===== src/rtl/seg7_pkg.sv =====
// Shared types and constants for the seven-segment scan display.
// All segment patterns are {g,f,e,d,c,b,a}, active-low.
package seg7_pkg;

  typedef logic [6:0] seg7_t;

  localparam seg7_t SEG_BLANK = 7'h7F;
  localparam seg7_t SEG_DASH  = 7'b0111111;

  localparam logic [3:0] AN_OFF  = 4'hF;
  localparam logic [3:0] AN_ONES = 4'b1110;
  localparam logic [3:0] AN_TENS = 4'b1101;

  localparam seg7_t SEG_0 = 7'b1000000;
  localparam seg7_t SEG_1 = 7'b1111001;
  localparam seg7_t SEG_2 = 7'b0100100;
  localparam seg7_t SEG_3 = 7'b0110000;
  localparam seg7_t SEG_4 = 7'b0011001;
  localparam seg7_t SEG_5 = 7'b0010010;
  localparam seg7_t SEG_6 = 7'b0000010;
  localparam seg7_t SEG_7 = 7'b1111000;
  localparam seg7_t SEG_8 = 7'b0000000;
  localparam seg7_t SEG_9 = 7'b0010000;

endpackage


===== src/rtl/bcd_to_seg7.sv =====
// Combinational BCD digit to active-low seven-segment pattern.
// Non-BCD codes (A-F) render as a dash.
module bcd_to_seg7
  import seg7_pkg::*;
(
  input  logic [3:0] digit,
  output seg7_t      seg
);

  always_comb begin
    seg = SEG_DASH;
    case (digit)
      4'd0:    seg = SEG_0;
      4'd1:    seg = SEG_1;
      4'd2:    seg = SEG_2;
      4'd3:    seg = SEG_3;
      4'd4:    seg = SEG_4;
      4'd5:    seg = SEG_5;
      4'd6:    seg = SEG_6;
      4'd7:    seg = SEG_7;
      4'd8:    seg = SEG_8;
      4'd9:    seg = SEG_9;
      default: seg = SEG_DASH;
    endcase
  end

endmodule


===== src/rtl/bcd_seg_scan.sv =====
// Two-digit BCD latch multiplexed onto a common-anode seven-segment display,
// with refresh divider, leading-zero blanking and display enable.
module bcd_seg_scan
  import seg7_pkg::*;
#(
  parameter int unsigned REFRESH_DIV = 100000,
  parameter bit          BLANK_LZ    = 1'b1
) (
  input  logic       clk,
  input  logic       rst_n,
  input  logic       load,
  input  logic [3:0] tens,
  input  logic [3:0] ones,
  input  logic       en,
  output logic [6:0] seg,
  output logic       dp,
  output logic [3:0] an
);

  localparam int unsigned CntW = (REFRESH_DIV > 2) ? $clog2(REFRESH_DIV) : 1;
  localparam logic [CntW-1:0] CntLast = CntW'(REFRESH_DIV - 1);

  logic [CntW-1:0] cnt_q;
  logic            sel_q;
  logic [3:0]      tens_q, ones_q;
  logic [3:0]      an_q, an_d;
  seg7_t           seg_q, seg_d;
  logic [3:0]      digit;
  seg7_t           dec;

  assign digit = sel_q ? tens_q : ones_q;

  bcd_to_seg7 u_dec (
    .digit (digit),
    .seg   (dec)
  );

  // Blanking only applies to a valid zero; an invalid tens digit still shows a dash.
  always_comb begin
    an_d  = sel_q ? AN_TENS : AN_ONES;
    seg_d = dec;
    if (!en || (BLANK_LZ && sel_q && (tens_q == 4'd0))) begin
      an_d  = AN_OFF;
      seg_d = SEG_BLANK;
    end
  end

  always_ff @(posedge clk) begin
    if (!rst_n) begin
      cnt_q  <= '0;
      sel_q  <= 1'b0;
      tens_q <= 4'd0;
      ones_q <= 4'd0;
      an_q   <= AN_OFF;
      seg_q  <= SEG_BLANK;
    end else begin
      if (cnt_q == CntLast) begin
        cnt_q <= '0;
        sel_q <= ~sel_q;
      end else begin
        cnt_q <= cnt_q + CntW'(1);
      end
      if (load) begin
        tens_q <= tens;
        ones_q <= ones;
      end
      an_q  <= an_d;
      seg_q <= seg_d;
    end
  end

  assign an  = an_q;
  assign seg = seg_q;
  assign dp  = 1'b1;

endmodule


===== config.mk =====
export PLATFORM = sky130hd
export DESIGN_NAME = bcd_seg_scan
export DESIGN_NICKNAME = d
export VERILOG_FILES = /design/src/rtl/seg7_pkg.sv /design/src/rtl/bcd_to_seg7.sv /design/src/rtl/bcd_seg_scan.sv
export SDC_FILE = /design/constraint.sdc
export NUM_CORES = 1
export LEC_CHECK = 0
export ABC_AREA = 0
export BUFFER_PORTS_ARGS = -buffer_cell sky130_fd_sc_hd__buf_2
export CAP_MARGIN = 15
export CELL_PAD_IN_SITES_DETAIL_PLACEMENT = 1
export CELL_PAD_IN_SITES_GLOBAL_PLACEMENT = 2
export CORE_MARGIN = 4
export CORE_UTILIZATION = 30
export DETAILED_ROUTE_END_ITERATION = 8
export GPL_ROUTABILITY_DRIVEN = 0
export PLACE_DENSITY_LB_ADDON = 0.3
export RECOVER_POWER = 25
export SETUP_SLACK_MARGIN = 0.3
export SYNTH_ARGS = -nofsm -noshare
export SYNTH_HDL_FRONTEND = slang
export SYNTH_SLANG_ARGS = --single-unit

===== constraint.sdc =====
create_clock -name clk -period 2.49 [get_ports clk]
set_input_delay 0.1245 -clock clk [delete_from_list [all_inputs] [get_ports clk]]
set_output_delay 0.1245 -clock clk [all_outputs]
set_load 0.05 [all_outputs]

==> impl_metrics.json <==
{
  "synth_top_area_share_pct": 44.1,
  "routedWlPerCell_um": 13.0,
  "worstSetupPathType": "reg2reg",
  "cts_sinks": 35,
  "async_reset_ff_share_pct": 0,
  "dieArea_um2": 6530,
  "cts_tree": "built",
  "fin_nets": 207,
  "nFillCells": 623,
  "hold_buffers": 0,
  "drive_gt1_share_pct": 18.4,
  "synth_seq_area_share_pct": 44.1,
  "grt_use_total_pct": 12.0,
  "maxCapViolCount": 0,
  "drtIter0Drc": 42,
  "ys.flop_type": "dfxtp_1",
  "area_growth_pct": 13.9,
  "p_leak_nw": 0.760,
  "finalHoldViolCount": 0,
  "hold_path.class": "in2reg",
  "core_area_um2": 5110,
  "place_worst_setup_slack_ns": 0.614,
  "post-route-drc-count": 0,
  "tightest_slew_ns": 0.591,
  "syn_area_um2": 1590,
  "diodes": 0,
  "setup_viol": 0,
  "synth-seq-cells": 35,
  "portBuffers": 20,
  "rsz0062_at_grt": "false",
  "finalClockSkew_ns": 0.00516,
  "finalWirelength_um": 3380,
  "min_period_ns": 1.87,
  "clockBufferDepth": 2,
  "num_rows": 26,
  "root_buffer": "clkbuf_8",
  "clk_pin_slew_ns": 0.07,
  "finalWorstSetupSlack_ns": 0.621,
  "vias": 1203,
  "ant_nets": 0,
  "critPathMaxFanout": 9,
  "ios": 24,
  "cts_max_level": 2,
  "final_cell_mix": "dfxtp_1 (35), nor2_1 (22), buf_2 (19)",
  "utilization_pct": 35.5,
  "finalCritPeriodShare_pct": 75.1,
  "peakVddDrop_mv": 0.296,
  "fmax_ghz": 0.535,
  "cp.required_ns": 2.65,
  "grt-ovfl-total": 0,
  "synth_edf_count": 0,
  "setup-tns-final_ns": 0,
  "ys_types": 38,
  "p_per_area_nw_per_um2": 614,
  "postCtsResizedCells": 0,
  "slew_violations": 0,
  "numCtsBuffers": 5,
  "fp.dieH_um": 80.8,
  "dp_hpwl_um": 2630,
  "start_util_pct": 31.1,
  "syn_inst": 168,
  "dr.pass1.iters": 2,
  "yosysTopAreaCell": "dfxtp_1",
  "syn_area_per_cell_um2": 9.47,
  "layout_commonest_cell": "dfxtp_1",
  "grt_pass1_wl_um": 5860,
  "r2r_slack_ns": 0.62,
  "die_w_um": 80.8,
  "post_drt_via_cell_ratio": 4.63,
  "total_power_mw": 1.11,
  "ys_warn_count": 0,
  "clk_latency_ns": 0.28,
  "status": "finished, final reports clean",
  "yosys-top-cells-area": "dfxtp_1 (44%), mux2i_1 (8.2%), nor2_1 (5.2%)",
  "antenna_found_initial": 0,
  "start_kind": "flip-flop",
  "first_global_vias": 1272,
  "slew_headroom_pct": 60.8,
  "cp-end-kind": "flip-flop",
  "grt_max_degree": 15,
  "cp.arrival_ns": 2.02,
  "cts_setup_buffers": 0
}
routing by layer:
layer	wire length [um]	track usage (%)	vias to the layer above
met1	1410	12.3	571
met5	0	0	-
met2	1770	21.7	17
met3	109	3.99	7
met4	89	5.91	0
li1	-	-	608
state kept, by name (all words and copies together) (netlist names):
signal / flops
an: 2
cnt_q: 17
ones_q: 4
seg: 7
sel_q: 1
tens_q: 4
final timing paths:
check / start / end / depth (start not counted)
worst max-delay path: sel_q$_SDFFE_PN0N_ / seg[4]$_SDFF_PP1_ / 6
worst min-delay path: tens[3] / tens_q[3]$_SDFFE_PN0P_ / 3
worst max register to register: sel_q$_SDFFE_PN0N_ / seg[4]$_SDFF_PP1_ / 6
worst min register to register: cnt_q[0]$_SDFF_PP0_ / cnt_q[0]$_SDFF_PP0_ / 1
worst max-delay path, stage by stage (launching register included):
cell,delay [ns]
dfxtp_1,0.56
mux2i_1,0.46
ha_1,0.22
inv_1,0.03
or2_2,0.29
nor2_1,0.08
o21ai_0,0.09
logic make-up (layout without fill, tap and decap cells):
group | count (synthesis) | after routing | share of synthesized area, %
adder cells (fa/ha/maj) | 6 | 6 | 4.72
AO/OA/AOI/OAI | 19 | 19 | 7.08
flip-flops | 35 | 35 | 44.1
buffers and inverters | 14 | 34 | 5.03
multiplexers | 15 | 15 | 10.3
XOR/XNOR | 12 | 12 | 6.61
other | 1 | 3 | 0.236
AND/OR/NAND/NOR | 66 | 66 | 22.0
Yosys cell counts, types with 3 or more instances:
cell type,count
buf_4,3
xor2_1,9
xnor2_1,3
inv_1,6
and3_1,4
mux2i_1,13
nand3_1,8
a21oi_1,4
nand4_1,4
nor2_1,22
o21ai_0,10
dfxtp_1,35
ha_1,6
nand2_1,9
metrics by stage:
stage / std cells / hold slack (ns) / instance area (um^2)
2_1_floorplan: 170 / 0.270 / 1600
3_3_place_gp: 252 / 0.359 / 1730
3_5_place_dp: 252 / 0.371 / 1730
4_1_cts: 260 / 0.0641 / 1810
5_1_grt: 260 / 0.0657 / 1810
6_report: 260 / 0.0769 / 1810
where the power goes:
part / internal (mW) / total, mW / switching [mW]
clock network: 0.195 / 0.397 / 0.202
logic: 0.0383 / 0.123 / 0.0845
registers: 0.580 / 0.593 / 0.0131
total: 0.814 / 1.11 / 0.299
area by class of cell:
cell class | instances | area [um^2] | share of cell area [%]
timing repair buffer | 20 | 98.8 | 5.46
multi-input combinational | 121 | 817 | 45.1
tap | 70 | 87.6 | 4.83
sequential | 35 | 701 | 38.7
inverter | 6 | 22.5 | 1.24
clock inverter | 2 | 12.5 | 0.691
clock buffer | 6 | 72.6 | 4.01
No activity file was read; power rests on OpenSTA's default activity.
